**config.mk**
```make
export PLATFORM = sky130hd
export DESIGN_NAME = wide_add_sequencer_flat
export DESIGN_NICKNAME = d
export VERILOG_FILES = /design/src/rtl/wide_add_if.sv /design/src/rtl/wide_add_sequencer.sv /design/src/flat_wrapper.sv
export SDC_FILE = /design/constraint.sdc
export NUM_CORES = 1
export LEC_CHECK = 0
export BUFFER_PORTS_ARGS = -buffer_cell sky130_fd_sc_hd__buf_4
export CAP_MARGIN = 15
export CORE_MARGIN = 2
export CORE_UTILIZATION = 53
export CTS_CLUSTER_DIAMETER = 40
export DETAILED_ROUTE_END_ITERATION = 12
export MAX_ROUTING_LAYER = met4
export PLACE_DENSITY_LB_ADDON = 0.05
export SLEW_MARGIN = 0
export SYNTH_ARGS = -nofsm -noshare
export SYNTH_HDL_FRONTEND = slang
export SYNTH_SLANG_ARGS = --single-unit
```
**constraint.sdc**
```tcl
create_clock -name clk -period 5.1 [get_ports clk]
set_input_delay 0.255 -clock clk [delete_from_list [all_inputs] [get_ports clk]]
set_output_delay 0.255 -clock clk [all_outputs]
set_load 0.02 [all_outputs]
```
**src/rtl/wide_add_if.sv**
```systemverilog
// wide_add_if: request/response bundle for wide_add_sequencer.
// The subtract-mode signal 'sub' exists only when WIDE_ADD_SUB_EN is defined.
interface wide_add_if #(
  parameter int WORDS = 4
);
  localparam int W = 16 * WORDS;

  logic         in_valid;
  logic         in_ready;
  logic [W-1:0] a;
  logic [W-1:0] b;
  logic         cin;
`ifdef WIDE_ADD_SUB_EN
  logic         sub;
`endif
  logic         out_valid;
  logic         out_ready;
  logic [W-1:0] sum;
  logic         cout;
  logic         ovf;
  logic         busy;

  // Requester / consumer side
  modport master (
    output in_valid, a, b, cin,
`ifdef WIDE_ADD_SUB_EN
    output sub,
`endif
    output out_ready,
    input  in_ready, out_valid, sum, cout, ovf, busy
  );

  // Adder side
  modport slave (
    input  in_valid, a, b, cin,
`ifdef WIDE_ADD_SUB_EN
    input  sub,
`endif
    input  out_ready,
    output in_ready, out_valid, sum, cout, ovf, busy
  );
endinterface

```
**src/rtl/wide_add_sequencer.sv**
```systemverilog
// wide_add_sequencer: W = 16*WORDS bit add built from a single 16-bit slice,
// one chunk per cycle from chunk 0 upward, with valid/ready on both sides.
// Optional feature macro: WIDE_ADD_SUB_EN (adds 'sub'; subtract = A + ~B + 1).
module wide_add_sequencer #(
  parameter int WORDS = 4
) (
  input  logic      clk,
  input  logic      rst,
  wide_add_if.slave bus
);
  localparam int W = 16 * WORDS;
  localparam int IDX_W = $clog2(WORDS);
  localparam logic [IDX_W-1:0] LAST_IDX = IDX_W'(WORDS - 1);

  typedef enum logic [1:0] {IDLE, RUN, DONE} state_e;
  state_e state_q, state_d;

  logic [W-1:0]     a_q, a_d;
  logic [W-1:0]     b_q, b_d;
  logic [W-1:0]     sum_q, sum_d;
  logic [IDX_W-1:0] idx_q, idx_d;
  logic             carry_q, carry_d;
  logic             cout_q, cout_d;
  logic             ovf_q, ovf_d;

  logic             accept;
  logic             last;
  logic             sub_mode;
  logic             start_carry;
  logic [IDX_W+3:0] base;
  logic [15:0]      chunk_a;
  logic [15:0]      chunk_b;
  logic [15:0]      slice_s;
  logic             slice_c;
  logic             sign_a;
  logic             sign_b;

`ifdef WIDE_ADD_SUB_EN
  logic sub_q, sub_d;
  assign sub_mode    = sub_q;
  // Subtraction forces the +1 of the two's-complement negate; cin is ignored.
  assign start_carry = bus.sub ? 1'b1 : bus.cin;
`else
  assign sub_mode    = 1'b0;
  assign start_carry = bus.cin;
`endif

  assign accept = bus.in_valid && (state_q == IDLE);
  assign last   = (idx_q == LAST_IDX);

  // The one shared 16-bit slice; B chunk is inverted in subtract mode.
  assign base                = {idx_q, 4'b0000};
  assign chunk_a             = a_q[base +: 16];
  assign chunk_b             = b_q[base +: 16] ^ {16{sub_mode}};
  assign {slice_c, slice_s}  = {1'b0, chunk_a} + {1'b0, chunk_b} + {16'b0, carry_q};

  // Sign bits of A and of the effective B operand, for overflow on the top chunk.
  assign sign_a = a_q[W-1];
  assign sign_b = b_q[W-1] ^ sub_mode;

  assign bus.sum  = sum_q;
  assign bus.cout = cout_q;
  assign bus.ovf  = ovf_q;

  // FSM state register
  always_ff @(posedge clk) begin
    if (rst) state_q <= IDLE;
    else     state_q <= state_d;
  end

  // FSM next-state logic
  always_comb begin
    state_d = state_q;
    case (state_q)
      IDLE:    if (accept) state_d = RUN;
      RUN:     if (last) state_d = DONE;
      DONE:    if (bus.out_ready) state_d = IDLE;
      default: state_d = IDLE;
    endcase
  end

  // FSM outputs
  always_comb begin
    bus.in_ready  = (state_q == IDLE);
    bus.out_valid = (state_q == DONE);
    bus.busy      = (state_q == RUN) || (state_q == DONE);
  end

  // Datapath next values: latch on accept, one chunk per RUN cycle, hold otherwise
  always_comb begin
    a_d     = a_q;
    b_d     = b_q;
    sum_d   = sum_q;
    idx_d   = idx_q;
    carry_d = carry_q;
    cout_d  = cout_q;
    ovf_d   = ovf_q;
`ifdef WIDE_ADD_SUB_EN
    sub_d   = sub_q;
`endif
    if (accept) begin
      a_d     = bus.a;
      b_d     = bus.b;
      sum_d   = '0;
      idx_d   = '0;
      carry_d = start_carry;
      cout_d  = 1'b0;
      ovf_d   = 1'b0;
`ifdef WIDE_ADD_SUB_EN
      sub_d   = bus.sub;
`endif
    end else if (state_q == RUN) begin
      sum_d[base +: 16] = slice_s;
      carry_d           = slice_c;
      if (last) begin
        // Index stays on the top chunk; flags are taken from the final slice.
        cout_d = slice_c;
        ovf_d  = (sign_a == sign_b) && (slice_s[15] != sign_a);
      end else begin
        idx_d = idx_q + IDX_W'(1);
      end
    end
  end

  // Result and sequencing registers (cleared by reset)
  always_ff @(posedge clk) begin
    if (rst) begin
      sum_q   <= '0;
      idx_q   <= '0;
      carry_q <= 1'b0;
      cout_q  <= 1'b0;
      ovf_q   <= 1'b0;
    end else begin
      sum_q   <= sum_d;
      idx_q   <= idx_d;
      carry_q <= carry_d;
      cout_q  <= cout_d;
      ovf_q   <= ovf_d;
    end
  end

  // Latched operands (data only, no reset needed)
  always_ff @(posedge clk) begin
    a_q <= a_d;
    b_q <= b_d;
`ifdef WIDE_ADD_SUB_EN
    sub_q <= sub_d;
`endif
  end
endmodule
```
**src/flat_wrapper.sv**
```systemverilog
// flat-port wrapper written by rule: the top's interface ports become plain ports
module wide_add_sequencer_flat 
#(
  parameter int WORDS = 4
)
  (clk, rst, bus_in_valid, bus_a, bus_b, bus_cin, bus_out_ready, bus_in_ready, bus_out_valid, bus_sum, bus_cout, bus_ovf, bus_busy);
  wide_add_if #(.WORDS(WORDS)) bus_i ();
  input  logic clk;
  input  logic rst;
  input wire logic [$bits(bus_i.in_valid)-1:0] bus_in_valid;
  input wire logic [$bits(bus_i.a)-1:0] bus_a;
  input wire logic [$bits(bus_i.b)-1:0] bus_b;
  input wire logic [$bits(bus_i.cin)-1:0] bus_cin;
  input wire logic [$bits(bus_i.out_ready)-1:0] bus_out_ready;
  output wire logic [$bits(bus_i.in_ready)-1:0] bus_in_ready;
  output wire logic [$bits(bus_i.out_valid)-1:0] bus_out_valid;
  output wire logic [$bits(bus_i.sum)-1:0] bus_sum;
  output wire logic [$bits(bus_i.cout)-1:0] bus_cout;
  output wire logic [$bits(bus_i.ovf)-1:0] bus_ovf;
  output wire logic [$bits(bus_i.busy)-1:0] bus_busy;
  assign bus_i.in_valid = bus_in_valid;
  assign bus_i.a = bus_a;
  assign bus_i.b = bus_b;
  assign bus_i.cin = bus_cin;
  assign bus_i.out_ready = bus_out_ready;
  assign bus_in_ready = bus_i.in_ready;
  assign bus_out_valid = bus_i.out_valid;
  assign bus_sum = bus_i.sum;
  assign bus_cout = bus_i.cout;
  assign bus_ovf = bus_i.ovf;
  assign bus_busy = bus_i.busy;
  wide_add_sequencer #(.WORDS(WORDS)) u_core (.clk(clk), .rst(rst), .bus(bus_i));
endmodule
```
==> impl_metrics.yaml, run 1 <==
setup_path:
  worstSetupStartpointType: "flop"
  worst-setup-path-type: "flop to flop"
  r2r.worst_path.cells: 11
  crit_path_end_kind: "flop"
  cpMaxStageDelayCell: "dfxtp_2"
  crit_fanout: 29
  slowest_delay_ns: 0.99
  r2r_end: "u_core.bus.sum[28]"
  timing.rr.start: "u_core.idx_q[0]"
  path_delay_family: "compound AO/OA/AOI/OAI gates"
  worstPathCellList: "mux4_2, fa_1, inv_1, fa_1, nor2b_1, o21ai_0, a21boi_1, o211ai_1, o21bai_1, a311oi_1, o21ai_0"
  crit_arrival_ns: 4.49
  cp.depth: 11
  timing.reg2reg.setup_slack_ns: 0.90
  worstPathRequired_ns: 5.39
  crit_buf_inv: 1
min_path:
  holdCritPathClass: "input port to flop"
  min_delay_path_depth: 2
  min_from: "rst"
  min_to: "u_core.state_q[1]"
global_route:
  track_usage_pct: 27.5
  grt_overflow_total: 0
  top_usage_layer: "met2"
  grt_max_degree: 83
  grt_pass1_wl_mm: 32.0
  grt_pass1_vias: 5955
  antenna_found_initial: 0
  grtUsageMet3_pct: 5.40
  use_met1_pct: 33.9
  gr-usage-met2_pct: 46.2
layout:
  diodes: 0
  nets: 1017
  area_growth_pct: 45.4
  drive_gt1_share_pct: 32.0
  design_area_sq_um: 11500
clock_network:
  cts-resized-gates: 0
  clkLatencyLatePin_ns: 0.45
  cts-root-buf: "clkbuf_16"
  tritoncts: "done"
  cts_buffers: 17
  clk_path_buf_depth: 2
  cts_setup_buffers: 0
  cts_sinks: 199
  cts_max_level: 4
  clkTransAtPathRegs_ns: 0.07
run_status:
  run_status: "complete, no violations"
floorplanning:
  fp.dieW_microns: 126
  num_io_pins: 202
  start_util_pct: 54.3
  die_area_sq_um: 15900
  num_rows: 44
  die_h_microns: 126
  core_area_sq_um: 14500
place:
  place_area_sq_um: 9600
  pre_cts_slack_ns: 0.919
  port_buffers: 201
  place_congestion: 0.891
  place_hpwl_mm: 13.0
routing:
  drc_errors: 0
  drt_wl_total_mm: 20.8
  route.antenna.remaining_nets: 0
  viasPerCell: 5.51
  wl_per_cell_microns: 19.7
  drtIter0Drc: 428
  drtPass1Iterations: 5
  vias: 5814
sta:
  tns_ns: 0
  max_freq_mhz: 238
  max_slew_margin_pct: 30.7
  hold-worst-slack_ns: 0.0173
  fin_skew_ns: 0.0113
  tightest_slew_ns: 1.04
  final_hold_viol_count: 0
  fin_crit_sh_pct: 82.4
  fin_ws_ns: 0.895
  rsz0062_at_grt: "false"
  min_period_ns: 4.20
  setup_violations: 0
  drv_slew: 0
flow_run:
  drv_cap: 0
yosys:
  ys_ff_latch: 199
  synth_cell_types: 52
  synth-seq-area-share_pct: 66.7
  ys_async_sr_fraction_pct: 0
  synthFlopType: "edfxtp_1"
  netlist_instances: 524
  synthesis.nets: 683
  yosys_warnings: 0
  synth.avg_cell_area_sq_um: 15.1
  synth_edf_count: 128
  post_synth_instance_area_sq_um: 7890
power_and_ir_drop:
  p_leak_nw: 4.51
  peakVddDrop_v: 0.000325
  p_total_w: 0.00431
  p_per_area_nw_per_um2: 376
==> cells in the final DEF (no fill, tap or decap), drive strengths merged, types with 3 or more instances in the layout <==
| master | count |
|---|---|
| a311oi | 3 |
| xor2 | 3 |
| edfxtp | 128 |
| nand2 | 31 |
| clkinv | 3 |
| clkinvlp | 3 |
| clkbuf | 17 |
| mux4 | 32 |
| buf | 206 |
| xnor2 | 9 |
| a211oi | 4 |
| a22oi | 28 |
| nand3 | 3 |
| a22o | 24 |
| a21oi | 17 |
| inv | 22 |
| o21ai | 24 |
| nand2b | 3 |
| nor2b | 10 |
| nor2 | 39 |
| dlygate4sd3 | 128 |
| dfxtp | 71 |
| ha | 24 |
| a31oi | 3 |
| a21o | 4 |
==> stage by stage <==
| step | util [%] | cells |
|---|---|---|
| after detailed placement | 66.1 | 895 |
| after floorplan | - | 524 |
| final | 79.0 | 1055 |
| after global placement | 66.1 | 895 |
| after CTS | 79.0 | 1055 |
| after global routing | 79.0 | 1055 |
==> synth_stat cells, drive strengths merged, types with 2 or more instances <==
cell type | count | area share (%)
a211oi | 4 | 0.44
a21o | 4 | 0.38
a21oi | 17 | 1.1
a22o | 24 | 2.7
a22oi | 28 | 2.7
a311oi | 3 | 0.33
a31oi | 3 | 0.24
and3 | 2 | 0.16
and4 | 2 | 0.22
buf | 4 | 0.21
clkbuf | 15 | 0.71
dfxtp | 71 | 18
edfxtp | 128 | 49
fa | 2 | 0.51
ha | 24 | 3.8
inv | 15 | 0.71
mux2i | 2 | 0.25
mux4 | 32 | 9.1
nand2 | 31 | 1.5
nand2b | 3 | 0.24
nand3 | 3 | 0.19
nor2 | 39 | 1.9
nor2b | 10 | 0.79
nor3 | 2 | 0.13
nor4b | 2 | 0.30
o21a | 2 | 0.19
o21ai | 24 | 1.5
or2 | 2 | 0.16
xnor2 | 9 | 1.0
xor2 | 3 | 0.33
==> layer usage <==
| layer | vias to the layer above | part of all wire [%] | wire, microns |
|---|---|---|---|
| met1 | 2812 | 40 | 8320 |
| li1 | 2693 | - | - |
| met5 | - | 0 | 0 |
| met2 | 284 | 52 | 10800 |
| met4 | 0 | 1.7 | 363 |
| met3 | 25 | 6.6 | 1380 |
==> worst max-delay path by stage <==
stage	from	end	slack, ns
after floorplan	u_core.state_q[0]	u_core.bus.sum[60]	1.07
after global placement	u_core.idx_q[0]	u_core.bus.sum[44]	1.14
after detailed placement	u_core.idx_q[0]	u_core.bus.sum[28]	0.92
after CTS	u_core.idx_q[0]	u_core.bus.sum[28]	0.89
after global routing	u_core.idx_q[0]	u_core.bus.sum[28]	0.55
final	u_core.idx_q[0]	u_core.bus.sum[28]	0.90
==> report_power, final <==
group | switching, W | leakage, nW | internal, W
sequential | 0.0000656 | 1.80 | 0.00188
combinational | 0.000562 | 2.43 | 0.000428
clock | 0.000635 | 0.280 | 0.000734
==> area by class of cell <==
type                    instances  area [sq um]
clock buffers                  17           425
clock inverters                15           165
fillers                       834          3060
inverters                      15          58.8
multi-input cells             291          2500
flip-flops and latches        199          5270
well taps                     184           230
repair buffers                334          2830
==> logic make-up after synthesis <==
group / Yosys count / share of synthesized area, %
xor gates and xnor gates: 12 / 1.33
adders and majority gates: 26 / 4.31
DFF: 199 / 66.7
and+or+nand+nor: 100 / 5.91
muxes: 35 / 9.53
buffers and inverters: 34 / 1.63
AOI/OAI and AO/OA: 118 / 10.6
==> registers in the layout (all words and copies together), names as in the netlist <==
| name | count |
|---|---|
| u_core.bus.ovf | 1 |
| u_core.state_q | 2 |
| u_core.carry_q | 1 |
| u_core.bus.sum | 64 |
| u_core.b_q | 64 |
| u_core.idx_q | 2 |
| u_core.bus.cout | 1 |
| u_core.a_q | 64 |
==> timing repair <==
action / in CTS / in global routing
endpoints found under the hold margin: 128 / 0
endpoints found under the setup margin: 0 / 0
hold buffers: 128 / 0
==> worst reg2reg max path: stages (launching register included) <==
cell and delay (ns):
dfxtp_2 0.99, mux4_2 0.64, fa_1 0.42, inv_1 0.08, fa_1 0.20, nor2b_1 0.05
o21ai_0 0.21, a21boi_1 0.18, o211ai_1 0.29, o21bai_1 0.11, a311oi_1 0.66, o21ai_0 0.21
(Power assumes the default switching activity.)
==> run 2: changes to the inputs <==
CORE_UTILIZATION = 48   (was 53)
clock period = 3.6 ns   (was 5.1 ns; I/O delays follow)
==> run 2 against run 1 <==
Compared with the run above: routed wire length is 3.8% lower; flip-flop and latch count stayed put; critical endpoint is now u_core.bus.sum[9]; final cell count is 3.7% higher; largest power group unchanged; combinational power is 52% higher; core utilization is 6.2 points lower; via count is 1.5% lower; first-iteration DRC count is 27% lower.
==> impl_metrics.yaml, run 2 (synthesis results as in run 1) <==
run_status:
  run_status: "complete, no violations"
sta:
  min_period_ns: 3.43
  fin_crit_sh_pct: 95.2
  fin_skew_ns: 0.00999
  tns_ns: 0
  final_hold_viol_count: 0
  max_slew_margin_pct: 32.1
  hold-worst-slack_ns: 0.0917
  rsz0062_at_grt: "true"
  setup_violations: 0
  max_freq_mhz: 292
  drv_slew: 0
  tightest_slew_ns: 1.02
clock_network:
  cts-root-buf: "clkbuf_16"
  cts_max_level: 4
  cts_sinks: 199
  clk_path_buf_depth: 2
  clkLatencyLatePin_ns: 0.42
  cts_buffers: 17
  clkTransAtPathRegs_ns: 0.06
  cts_setup_buffers: 0
  tritoncts: "done"
layout:
  nets: 1024
  drive_gt1_share_pct: 32.8
  diodes: 0
  area_growth_pct: 47.6
  final_common_cell: "buf_4"
  fillers: 1041
  layout_common_cells: "209 x buf_4, 129 x dlygate4sd3_1, 128 x edfxtp_1, 69 x dfxtp_1, 39 x nor2_1"
routing:
  drc_errors: 0
  wl_met3_mm: 1.20
  wl_met2_mm: 10.2
  drt_wl_total_mm: 20.0
  wl_met1_mm: 8.38
  drtIter0Drc: 312
  viasPerCell: 5.23
  drtPass1Iterations: 6
  route.top_layer_used: "met4"
  route.antenna.remaining_nets: 0
  wl_per_cell_microns: 18.3
  vias: 5724
global_route:
  grt_pass1_wl_mm: 31.0
  grt_overflow_total: 0
  grt_pass1_vias: 5915
  antenna_found_initial: 0
  grt_max_degree: 85
  track_usage_pct: 23.8
setup_path:
  worstPathRequired_ns: 3.96
  worstSetupStartpointType: "flop"
  worst-setup-path-type: "flop to flop"
  timing.reg2reg.setup_slack_ns: 0.17
  crit_path_end_kind: "flop"
  crit_fanout: 11
  crit_arrival_ns: 3.78
floorplanning:
  die_area_sq_um: 17500
  num_io_pins: 202
  start_util_pct: 49.3
  die_h_microns: 132
  num_rows: 46
  fp.dieW_microns: 132
  core_area_sq_um: 16000
flow_run:
  drv_cap: 0
power_and_ir_drop:
  p_leak_nw: 4.58
  peakVddDrop_v: 0.000412
  p_per_area_nw_per_um2: 526
place:
  port_buffers: 201
  place_congestion: 0.912
  place_hpwl_mm: 13.1
min_path:
  holdCritPathClass: "input port to flop"
-- run 2: cell type report --
type | instances | area, sq um | share of cell area, %
Tap cell | 216 | 270 | 2.32
Clock inverter | 10 | 120 | 1.03
Multi-Input combinational cell | 291 | 2530 | 21.7
Sequential cell | 199 | 5270 | 45.2
Clock buffer | 22 | 475 | 4.08
Inverter | 15 | 60.1 | 0.516
Timing Repair Buffer | 341 | 2930 | 25.1
-- run 2: repair_timing --
action,4_1_cts,5_1_grt
hold buffers,129,0
setup endpoints to repair,0,7
endpoints found under the hold margin,130,0
gates resized for setup,0,5
-- run 2: per-layer routing --
metal,up-vias,track usage (%)
met4,0,6.33
met5,-,-
li1,2705,-
met2,225,39.7
met1,2776,29.7
met3,18,5.27
-- run 2: report_power, final --
group          internal [W]  switching [W]
sequential          0.00267      0.0000628
combinational      0.000660       0.000836
clock               0.00109       0.000805
-- run 2: worst max-delay path: stages, from the launching register on --
cell and delay, ns:
dfxtp_2 0.42, buf_12 0.19, mux4_2 0.53, fa_1 0.43, a21oi_1 0.18, nor2b_1 0.09, a311o_1 0.45, a31oi_1 0.28
o21ai_1 0.11, xor2_1 0.45, a22o_1 0.24
-- run 2: worst paths after layout --
path | cells after the start | to | from
min reg2reg | 2 | u_core.bus.sum[44] | u_core.bus.sum[44]
max | 10 | u_core.bus.sum[9] | u_core.idx_q[0]
max reg2reg | 10 | u_core.bus.sum[9] | u_core.idx_q[0]
min | 3 | u_core.carry_q | bus_cin
-- run 2: through the flow --
step	power (W)	area, sq um	setup slack (ns)	instances	utilization, %
final	0.00612	11600	0.172	1094	72.8
after global routing	0.00641	11600	0.000740	1094	72.8
after CTS	0.00611	11600	0.154	1093	72.5
after detailed placement	0.00412	9710	0.164	932	60.7
after global placement	0.00408	9710	0.232	932	60.7
after floorplan	0.00363	7900	0.0502	524	-
==> run 3: changes to the inputs <==
RECOVER_POWER = 50   (was not set)
==> run 3 against run 2 <==
Compared with the run above: core utilization fell by 1.7 points; critical endpoint unchanged; largest power group unchanged; largest cell class unchanged; via count barely moved; power fell by 0.53%; register-to-register slack barely moved; non-clock buffer count did not move; clock power barely moved.
==> impl_metrics.yaml, run 3 (synthesis results as in run 1) <==
power_and_ir_drop:
  peakVddDrop_v: 0.000412
  p_sw_w: 0.00170
  p_total_w: 0.00609
  p_per_area_nw_per_um2: 536
  p_clk_share_pct: 31.1
  pwr-share-seq_pct: 44.8
  power.internal_w: 0.00439
  netSwitchingFraction_pct: 27.9
  p_comb_share_pct: 24.1
  p_leak_nw: 4.25
run_status:
  run_status: "complete, no violations"
sta:
  fin_ws_ns: 0.184
  max_slew_margin_pct: 32.2
  min_period_ns: 3.42
  setup_violations: 0
  tns_ns: 0
  max_freq_mhz: 293
  hold-worst-slack_ns: 0.0945
  final_hold_viol_count: 0
  drv_slew: 0
  fin_skew_ns: 0.0103
  fin_crit_sh_pct: 94.9
  tightest_slew_ns: 1.02
  rsz0062_at_grt: "true"
setup_path:
  crit_path_end_kind: "flop"
  cpMaxStageDelayCell: "mux4_2"
  crit_fanout: 11
  worst-setup-path-type: "flop to flop"
  slowest_delay_ns: 0.53
  worstPathRequired_ns: 3.96
  worstPathCellList: "buf_12, mux4_2, fa_1, a21oi_1, nor2b_1, a311o_1, a31oi_1, o21ai_1, xor2_1, a22o_1"
  worstSetupStartpointType: "flop"
  crit_arrival_ns: 3.77
clock_network:
  cts_buffers: 17
  tritoncts: "done"
  cts_max_level: 4
  cts_sinks: 199
  clkTransAtPathRegs_ns: 0.06
  cts-root-buf: "clkbuf_16"
  clk_path_buf_depth: 2
  clkLatencyLatePin_ns: 0.42
routing:
  vias: 5728
  drt_wl_total_mm: 19.9
  drtIter0Drc: 332
  wl_per_cell_microns: 18.2
  route.antenna.remaining_nets: 0
  drc_errors: 0
  drtPass1Iterations: 5
  viasPerCell: 5.24
layout:
  area_growth_pct: 44.1
  nets: 1024
  diodes: 0
  final_common_cell: "dlygate4sd3_1"
  drive_gt1_share_pct: 24.5
  design_area_sq_um: 11400
  layout_common_cells: "129 x dlygate4sd3_1, 128 x edfxtp_1, 124 x clkbuf_4, 76 x clkbuf_1, 69 x dfxtp_1"
place:
  port_buffers: 201
  place_hpwl_mm: 13.1
  place_congestion: 0.912
  place_area_sq_um: 9710
  pre_cts_slack_ns: 0.164
min_path:
  holdCritPathClass: "input port to flop"
floorplanning:
  die_area_sq_um: 17500
  die_h_microns: 132
  num_io_pins: 202
  start_util_pct: 49.3
  num_rows: 46
  fp.dieW_microns: 132
  core_area_sq_um: 16000
global_route:
  grt_max_degree: 85
  grt_pass1_wl_mm: 31.0
  grt_pass1_vias: 5915
  antenna_found_initial: 0
  track_usage_pct: 23.8
  grt_overflow_total: 0
flow_run:
  drv_cap: 0
[run 3: cell count changes in the layout (fill, tap and decap cells not counted)]
cell / before / now
buf_4: 209 / 12
clkbuf_1: 3 / 76
clkbuf_4: 0 / 124
[run 3: layout make-up]
| class | instances | area (sq um) |
|---|---|---|
| Tap cell | 216 | 270 |
| Fill cell | 1141 | 4630 |
| Inverter | 15 | 60.1 |
| Multi-Input combinational cell | 291 | 2530 |
| Sequential cell | 199 | 5270 |
| Clock buffer | 22 | 475 |
| Timing Repair Buffer | 341 | 2650 |
| Clock inverter | 10 | 120 |
[run 3: path summary, 6_finish.rpt]
kind | start | to | slack [ns] | cells after the start
setup / recovery | u_core.idx_q[0] | u_core.bus.sum[9] | 0.18 | 10
hold / removal | bus_cin | u_core.carry_q | 0.09 | 3
setup reg to reg | u_core.idx_q[0] | u_core.bus.sum[9] | 0.18 | 10
hold reg to reg | u_core.bus.sum[45] | u_core.bus.sum[45] | 0.46 | 2
[run 3: what timing repair did]
action / in CTS / in global routing
hold buffers: 129 / 0
hold endpoints to repair: 130 / 0
buffers inserted: 0 / 0
endpoints found under the setup margin: 0 / 7
resized for setup: 0 / 5
[run 3: through the flow]
step	cells	utilization (%)
3_3_place_gp	932	60.7
3_5_place_dp	932	60.7
4_1_cts	1093	72.5
6_report	1094	71.1
5_1_grt	1094	71.1
2_1_floorplan	524	-
[run 3: critical path: cells and delay by family (launching register included)]
| kind | cells | cell delay [ns] |
|---|---|---|
| compound gates | 5 | 1.25 |
| xor+xnor | 1 | 0.45 |
| fa+ha+maj | 1 | 0.43 |
| buf+inv | 1 | 0.19 |
| flops | 1 | 0.42 |
| mux | 1 | 0.53 |
| simple gates | 1 | 0.09 |
[run 3: per-layer routing]
layer	track usage [%]	part of all wire [%]
met5	-	0
met3	5.27	5.8
met4	6.33	1.3
met2	39.7	51
met1	29.7	42
[run 3: power by group through the flow]
stage / Clock, W / Sequential [W] / Combinational, W
6_report: 0.00189 / 0.00273 / 0.00147
5_1_grt: 0.00203 / 0.00275 / 0.00160
4_1_cts: 0.00192 / 0.00273 / 0.00146
3_5_place_dp: 0 / 0.00278 / 0.00134
3_3_place_gp: 0 / 0.00277 / 0.00131
2_1_floorplan: 0 / 0.00279 / 0.000843
